**config.mk**
```make
export PLATFORM = sky130hd
export DESIGN_NAME = fetch_unit
export DESIGN_NICKNAME = d
export VERILOG_FILES = /design/src/rtl/fetch_unit.sv
export SDC_FILE = /design/constraint.sdc
export NUM_CORES = 1
export LEC_CHECK = 0
export CORE_ASPECT_RATIO = 1.4
export CORE_UTILIZATION = 45
export DETAILED_ROUTE_END_ITERATION = 6
export PLACE_DENSITY = 0.74
export SETUP_SLACK_MARGIN = 0.2
export SYNTH_ARGS = -nofsm -noshare
export SYNTH_HDL_FRONTEND = slang
export SYNTH_SLANG_ARGS = --single-unit
```
**constraint.sdc**
```tcl
create_clock -name clk -period 6.2 [get_ports clk]
set_clock_uncertainty 0.15 [all_clocks]
set_input_delay 1.24 -clock clk [delete_from_list [all_inputs] [get_ports clk]]
set_output_delay 1.24 -clock clk [all_outputs]
set_load 0.02 [all_outputs]
```
**src/rtl/fetch_unit.sv**
```systemverilog
// RV32I instruction-fetch stage: owns the PC, addresses imem, and hands {pc, instr}
// pairs to decode through a 2-entry valid/ready buffer with redirect and sticky fault.
module fetch_unit #(
  parameter logic [31:0] RESET_PC   = 32'h0000_0000,
  parameter int unsigned IMEM_DEPTH = 256
) (
  input  logic        clk,
  input  logic        rst_n,
  output logic [31:0] imem_pc,
  input  logic [31:0] imem_instr,
  input  logic        redirect_valid,
  input  logic [31:0] redirect_target,
  output logic        out_valid,
  input  logic        out_ready,
  output logic [31:0] out_pc,
  output logic [31:0] out_instr,
  output logic        fault,
  output logic [31:0] fault_pc,
  output logic [31:0] fetch_count
);

  localparam logic [29:0] DEPTH_IDX = 30'(IMEM_DEPTH);

  logic [31:0] pc_q, pc_d;
  logic [1:0]  count_q, count_d;
  logic        head_q, head_d;
  logic        tail_q, tail_d;
  logic        fault_q, fault_d;
  logic [31:0] fault_pc_q, fault_pc_d;
  logic [31:0] fetch_count_q, fetch_count_d;

  logic [31:0] buf_pc_q    [2];
  logic [31:0] buf_instr_q [2];

  logic pop, push, pc_bad, target_bad, fetch_ok;

  always_comb begin
    out_valid  = (count_q != 2'd0);
    pop        = out_valid & out_ready;
    pc_bad     = (pc_q[1:0] != 2'b00) | (pc_q[31:2] >= DEPTH_IDX);
    target_bad = (redirect_target[1:0] != 2'b00) | (redirect_target[31:2] >= DEPTH_IDX);
    fetch_ok   = !fault_q & ((count_q < 2'd2) | pop) & !pc_bad;
    push       = !redirect_valid & fetch_ok;
  end

  // NOTE: every signal assigned here gets a default first, so no path can infer a latch.
  always_comb begin
    pc_d          = pc_q;
    count_d       = count_q;
    head_d        = head_q;
    tail_d        = tail_q;
    fault_d       = fault_q;
    fault_pc_d    = fault_pc_q;
    fetch_count_d = fetch_count_q + {31'd0, pop};

    if (redirect_valid) begin
      count_d = 2'd0;
      head_d  = 1'b0;
      tail_d  = 1'b0;
      pc_d    = redirect_target;
      if (target_bad && !fault_q) begin
        fault_d    = 1'b1;
        fault_pc_d = redirect_target;
      end
    end else begin
      if (pop)  head_d = ~head_q;
      if (push) begin
        tail_d = ~tail_q;
        pc_d   = pc_q + 32'd4;
      end
      count_d = count_q + 2'(push) - 2'(pop);
      if (pc_bad && !fault_q) begin
        fault_d    = 1'b1;
        fault_pc_d = pc_q;
      end
    end
  end

  // NOTE: sequential state uses non-blocking assignments so all flops update from pre-edge values.
  always_ff @(posedge clk or negedge rst_n) begin
    if (!rst_n) begin
      pc_q          <= RESET_PC;
      count_q       <= 2'd0;
      head_q        <= 1'b0;
      tail_q        <= 1'b0;
      fault_q       <= 1'b0;
      fault_pc_q    <= 32'd0;
      fetch_count_q <= 32'd0;
    end else begin
      pc_q          <= pc_d;
      count_q       <= count_d;
      head_q        <= head_d;
      tail_q        <= tail_d;
      fault_q       <= fault_d;
      fault_pc_q    <= fault_pc_d;
      fetch_count_q <= fetch_count_d;
    end
  end

  // NOTE: buffer storage is not reset; count_q gates every read, so stale contents never escape.
  always_ff @(posedge clk) begin
    if (push) begin
      buf_pc_q[tail_q]    <= pc_q;
      buf_instr_q[tail_q] <= imem_instr;
    end
  end

  assign imem_pc     = pc_q;
  assign out_pc      = out_valid ? buf_pc_q[head_q]    : 32'd0;
  assign out_instr   = out_valid ? buf_instr_q[head_q] : 32'd0;
  assign fault       = fault_q;
  assign fault_pc    = fault_pc_q;
  assign fetch_count = fetch_count_q;

endmodule

```
=== Word-level counts from Yosys, hierarchy flattened ===
Memory sizes are Yosys's and may differ from the RTL's.
Index checks and enable logic that the tools add are counted.

* Add/subtract/negate cells: 4
* Multiply operators: 0
* Div/mod/pow operators: 0
* $lt $le $gt $ge: 3
* Equal/unequal tests: 1
* Shift operators: 0
* Mux-type cells: 17
* Bitwise operators: 9
* Reductions and logical operators: 12

{| class="wikitable"
|+ Operator list
! operator !! number
|-
| two-way mux 32 bit || 7
|-
| greater-or-equal comparator 30 x 9 -> 1 bit, second input constant || 2
|-
| adder 32 x 1 -> 32 bit || 1
|-
| adder 32 x 3 -> 32 bit, second input constant || 1
|-
| nonzero test 2 bit || 6
|-
| two-way mux 1 bit || 9
|-
| AND 1 bit || 4
|-
| zero test 1 bit || 3
|-
| OR 1 bit || 3
|-
| adder 2 x 1 -> 2 bit || 1
|-
| logical AND 1 bit || 2
|-
| < comparator 2 bit, second input constant || 1
|-
| two-way mux 2 bit || 1
|-
| inequality test 2 x 1 -> 1 bit, second input constant || 1
|-
| inverter 1 bit || 2
|-
| AND reduction 2 bit || 1
|-
| subtractor 2 x 1 -> 2 bit || 1
|}

* Flip-flop bits (word level): 101
* Latch bits: 0
* Memory bits (writable): 128
* Memory bits (read-only): 0
* Input bits: 68
* Output and inout port bits: 162
* Memories kept: 2

{| class="wikitable"
|+ Memory list
! memory !! words !! bits a word !! rd ports !! clocked after memory_dff !! wr ports !! RTL line !! RTL
|-
| buf_instr_q || 2 || 32 || 1 || 0 || 1 || 33 || <nowiki>logic [31:0] buf_instr_q [2];</nowiki>
|-
| buf_pc_q || 2 || 32 || 1 || 0 || 1 || 32 || <nowiki>logic [31:0] buf_pc_q [2];</nowiki>
|}

=== Depth between registers and ports, before layout ===
* Depth after elaboration: 9
* Depth in mapped cells: 9
* Mapped depth without buffers: 9

=== Least setup slack after synthesis ===
Ideal clock, no wire load.

* Path kind: input -> register
* From: input port out_ready
* To: memory buf_instr_q[0][0], enable pin
* Setup time: 0.487 ns
* Arrival: 4.723 ns
* Data required time: 5.563 ns
* Slack: 0.840 ns
* Stages on the path: 4
* Buffers on the path: 0
* Cell sequence: nor2b_1 -> nor4_1 -> nand3_1 -> nor2_1

* Word-level cells in the longest chain between the ends: 7

{| class="wikitable"
|+ Ends and longest elaborated chain
! element !! RTL line !! RTL
|-
| start: declaration || 14 || <nowiki>input logic out_ready,</nowiki>
|-
| AND 1 bit || 39 || <nowiki>pop = out_valid & out_ready;</nowiki>
|-
| OR 1 bit || 42 || <nowiki>fetch_ok = !fault_q & ((count_q < 2'd2) | pop) & !pc_bad;</nowiki>
|-
| AND 1 bit (2 in series) || 42 ||
|-
| AND 1 bit || 43 || <nowiki>push = !redirect_valid & fetch_ok;</nowiki>
|-
| two-way mux 1 bit || 102 || <nowiki>if (push) begin</nowiki>
|-
| two-way mux 1 bit (not written as such) || 104 || <nowiki>buf_instr_q[tail_q] <= imem_instr;</nowiki>
|-
| end: declaration || 33 ||
|}

No other way between the ends.

=== Worst setup path in the final report ===
* From: register head_q
* To: output port out_pc[23]

* Word-level cells in the longest chain between the ends: 2

{| class="wikitable"
|+ Ends and longest elaborated chain
! element !! RTL line !! RTL
|-
| start: declaration || 26 || <nowiki>logic head_q, head_d;</nowiki>
|-
| start signal: assignment || 84 || <nowiki>head_q <= 1'b0;</nowiki>
|-
| start signal: assignment || 92 || <nowiki>head_q <= head_d;</nowiki>
|-
| memory (2 x 32 bit) || -- ||
|-
| two-way mux 32 bit || 109 || <nowiki>assign out_pc = out_valid ? buf_pc_q[head_q] : 32'd0;</nowiki>
|-
| end: declaration || 15 || <nowiki>output logic [31:0] out_pc,</nowiki>
|}

No other way between the ends.

==> impl_metrics.tcl <==
set metrics [dict create \
    fin_crit_sh_pct 69.13 \
    path_buf_inv 2 \
    r2r_cells 5 \
    slew_violations 0 \
    synth_seq_cells 229 \
    synthDistinctLibCells 39 \
    clock_sinks 229 \
    cp_slowest_cell "dfrtp_4" \
    synth_cells 638 \
    cp_max_fo 43 \
    vdd_drop_max_mv 0.1719 \
    cts_inserted_buffers 21 \
    synth_fa_ha_area_share_pct 0.8121 \
    synth_most_common_cell "edfxtp_1" \
    yosysTopAreaCell "edfxtp_1" \
    finalWorstSetupSlack_ns 1.914 \
    setup_viol 0 \
    hpwl_um 14600 \
    cts_tree "done" \
    grt_setup_unrepaired "no" \
    diodes 0 \
    async_flop_share_pct 44.10 \
    ios 230 \
    cp-end-kind "primary output" \
    fmax_mhz 233.3 \
    pre_cts_slack_ns 1.880 \
    synth_area_sq_um 9244 \
    min_delay_worst_endpoint "fetch_count[31]" \
    cts_max_path_buffers 3 \
    synth-simple-area-share_pct 10.14 \
    initial_utilization_pct 46.23 \
    fp-row-count 61 \
    rr_startpoint "imem_pc[24]" \
    max_stage_delay_ns 0.90 \
    timing.final.crit_period_ns 4.286 \
    powerDensity_nw_per_um2 249.7 \
    die_w_um 123.1 \
    drcViolationCount 0 \
    yosysWarnings 0 \
    detail_route.wl_per_cell_um 18.35 \
    crit_path_cell_trace "buf_4, mux2i_1, nor2_1, clkdlybuf4s50_1" \
    drive_above_1_share_pct 12.00 \
    synth_xor_xnor_area_share_pct 3.127 \
    tns_ns 0 \
    hold_start "fetch_count[31]" \
    grtUsageTotal_pct 19.68 \
    synth_compound_area_share_pct 1.963 \
    cp_data_required_time_ns 4.81 \
    worst_path_dominant_cell_family "buffers and inverters" \
    multiInputGateArea_sq_um 2771 \
    grt_overflow_total 0 \
    vias 5969 \
    syn_nets 712 \
    grt_pass1_vias 5939 \
    grt_max_degree 75 \
    antenna_left 0 \
    cp.arrival_ns 2.90 \
    clk_latency_ns 0.51 \
    fillers 1573 \
    synth.avg_cell_area_sq_um 14.49 \
    core-area_sq_um 20000 \
    status "completed" \
    maxCapViolations 0 \
    min_path_type "reg2reg" \
    synth_top_family_by_area "multiplexers" \
    area_growth_pct 34.79 \
    worstSetupPathType "reg2out" \
    synthMuxAreaShare_pct 13.51 \
    hold_buffers 0 \
    synthFlopType "edfxtp_1" \
    critical_path.startpoint_type "flip-flop" \
    drt_iter0_markers 332 \
    post_cts_buffers 0 \
    firstDrtPassIters 5 \
    clkSlewWorstSetupHoldPaths_ns 0.06 \
    r2r_slack_ns 2.57 \
    gp_congestion 0.8594 \
    ys_seq_area_share_pct 68.92 \
    wl_um 20830 \
    root_buffer "clkbuf_16" \
    cts_resized 0 \
    leakage_nw 4.469 \
    slew_headroom_pct 38.98 \
    seqCellArea_sq_um 6375 \
    finalHoldViolCount 0 \
    grt_pass1_wl_um 31550 \
    hold_path_depth 1 \
    dp.cells 1098 \
    synth_top_area_share_pct 41.58 \
    fin_nets 943 \
    final_cells 1135 \
    htreeDepth 1 \
    die-area_sq_um 21130 \
    worstMarginPinSlew_ns 0.9078 \
    synthTopCellsByArea "edfxtp_1 (42%), dfrtp_1 (27%), mux2i_1 (6.9%)" \
    r2r_end "buf_pc_q[1][10]" \
    die_h_um 171.6 \
    antenna_found_initial 0 \
    synth-edff-count 128 \
    port_buffers 229 \
    yosys-top-cells-count "edfxtp_1 (128), dfrtp_1 (101), nor2_1 (85)" \
    viasPerCell 5.259 \
]
[worst register-to-register path, stage by stage, from the launching register on]
cell and delay (ns):
dfrtp_1 0.43, or4_1 0.72, nor4_1 0.60, nand3_1 0.34, nor2_4 0.32, buf_4 0.63
[report_power, final]
| part | internal [W] | leakage, nW | switching [W] |
|---|---|---|---|
| clock | 0.000659 | 0.321 | 0.000526 |
| combinational | 0.000121 | 1.71 | 0.000111 |
| sequential | 0.00165 | 2.44 | 0.0000450 |
[worst max path at each step]
stage,startpoint,to,cells after the start
floorplan,out_ready,buf_instr_q[0][0],4
global placement,out_ready,buf_pc_q[1][28],6
detailed placement,out_ready,buf_pc_q[1][27],6
CTS,head_q,out_pc[21],4
global route,head_q,out_pc[18],4
finish,head_q,out_pc[23],4
[cell families (layout without fill, tap and decap cells)]
logic type,after synthesis,count (layout)
xor+xnor,33,33
compound gates,25,25
simple gates,191,191
flops,229,229
mux,118,118
buf+inv,36,281
fa+ha+maj,6,6
[registers in the layout (all words and copies together), names as in the netlist]
signal and count:
fault_pc 32, count_q 2, head_q 1, imem_pc 32, buf_instr_q 64, fault 1, fetch_count 32, tail_q 1
buf_pc_q 64
[area by class of cell]
class	instances	area share (%)
flip-flops and latches	229	51.17
multi-input cells	373	22.24
repair buffers	236	18.76
clock buffers	27	4.640
well taps	252	2.531
clock inverters	10	0.4218
inverters	8	0.2410
[layer usage]
layer	part of all wire, %	GRT usage [%]	up-vias
li1	-	-	2806
met1	39	23.85	2911
met2	50	33.35	211
met3	7.7	5.172	41
met4	3.1	7.438	0
met5	0	0	-
[cell usage in the layout, fill, tap and decap left out, drive strengths merged, types with 14 or more instances in the layout]
master         synthesis  routed
edfxtp               128     128
nand2                 21      21
dfrtp                101     101
nor2                  85      85
mux2                  54      54
clkbuf                19      27
clkdlybuf4s50          0     227
xnor2                 27      27
mux2i                 64      64
nand3                 19      19
nor4                  14      14
nand4                 20      20
[through the flow]
step	util [%]	power [W]	hold slack, ns	area, sq um
after CTS	62.31	0.003147	0.3406	12460
after floorplan	-	0.001798	0.3916	9244
after detailed placement	59.15	0.001957	0.3237	11830
final	62.31	0.003111	0.3378	12460
after global placement	59.15	0.001954	0.3169	11830
after global routing	62.31	0.003218	0.3588	12460
(Power assumes the default switching activity.)
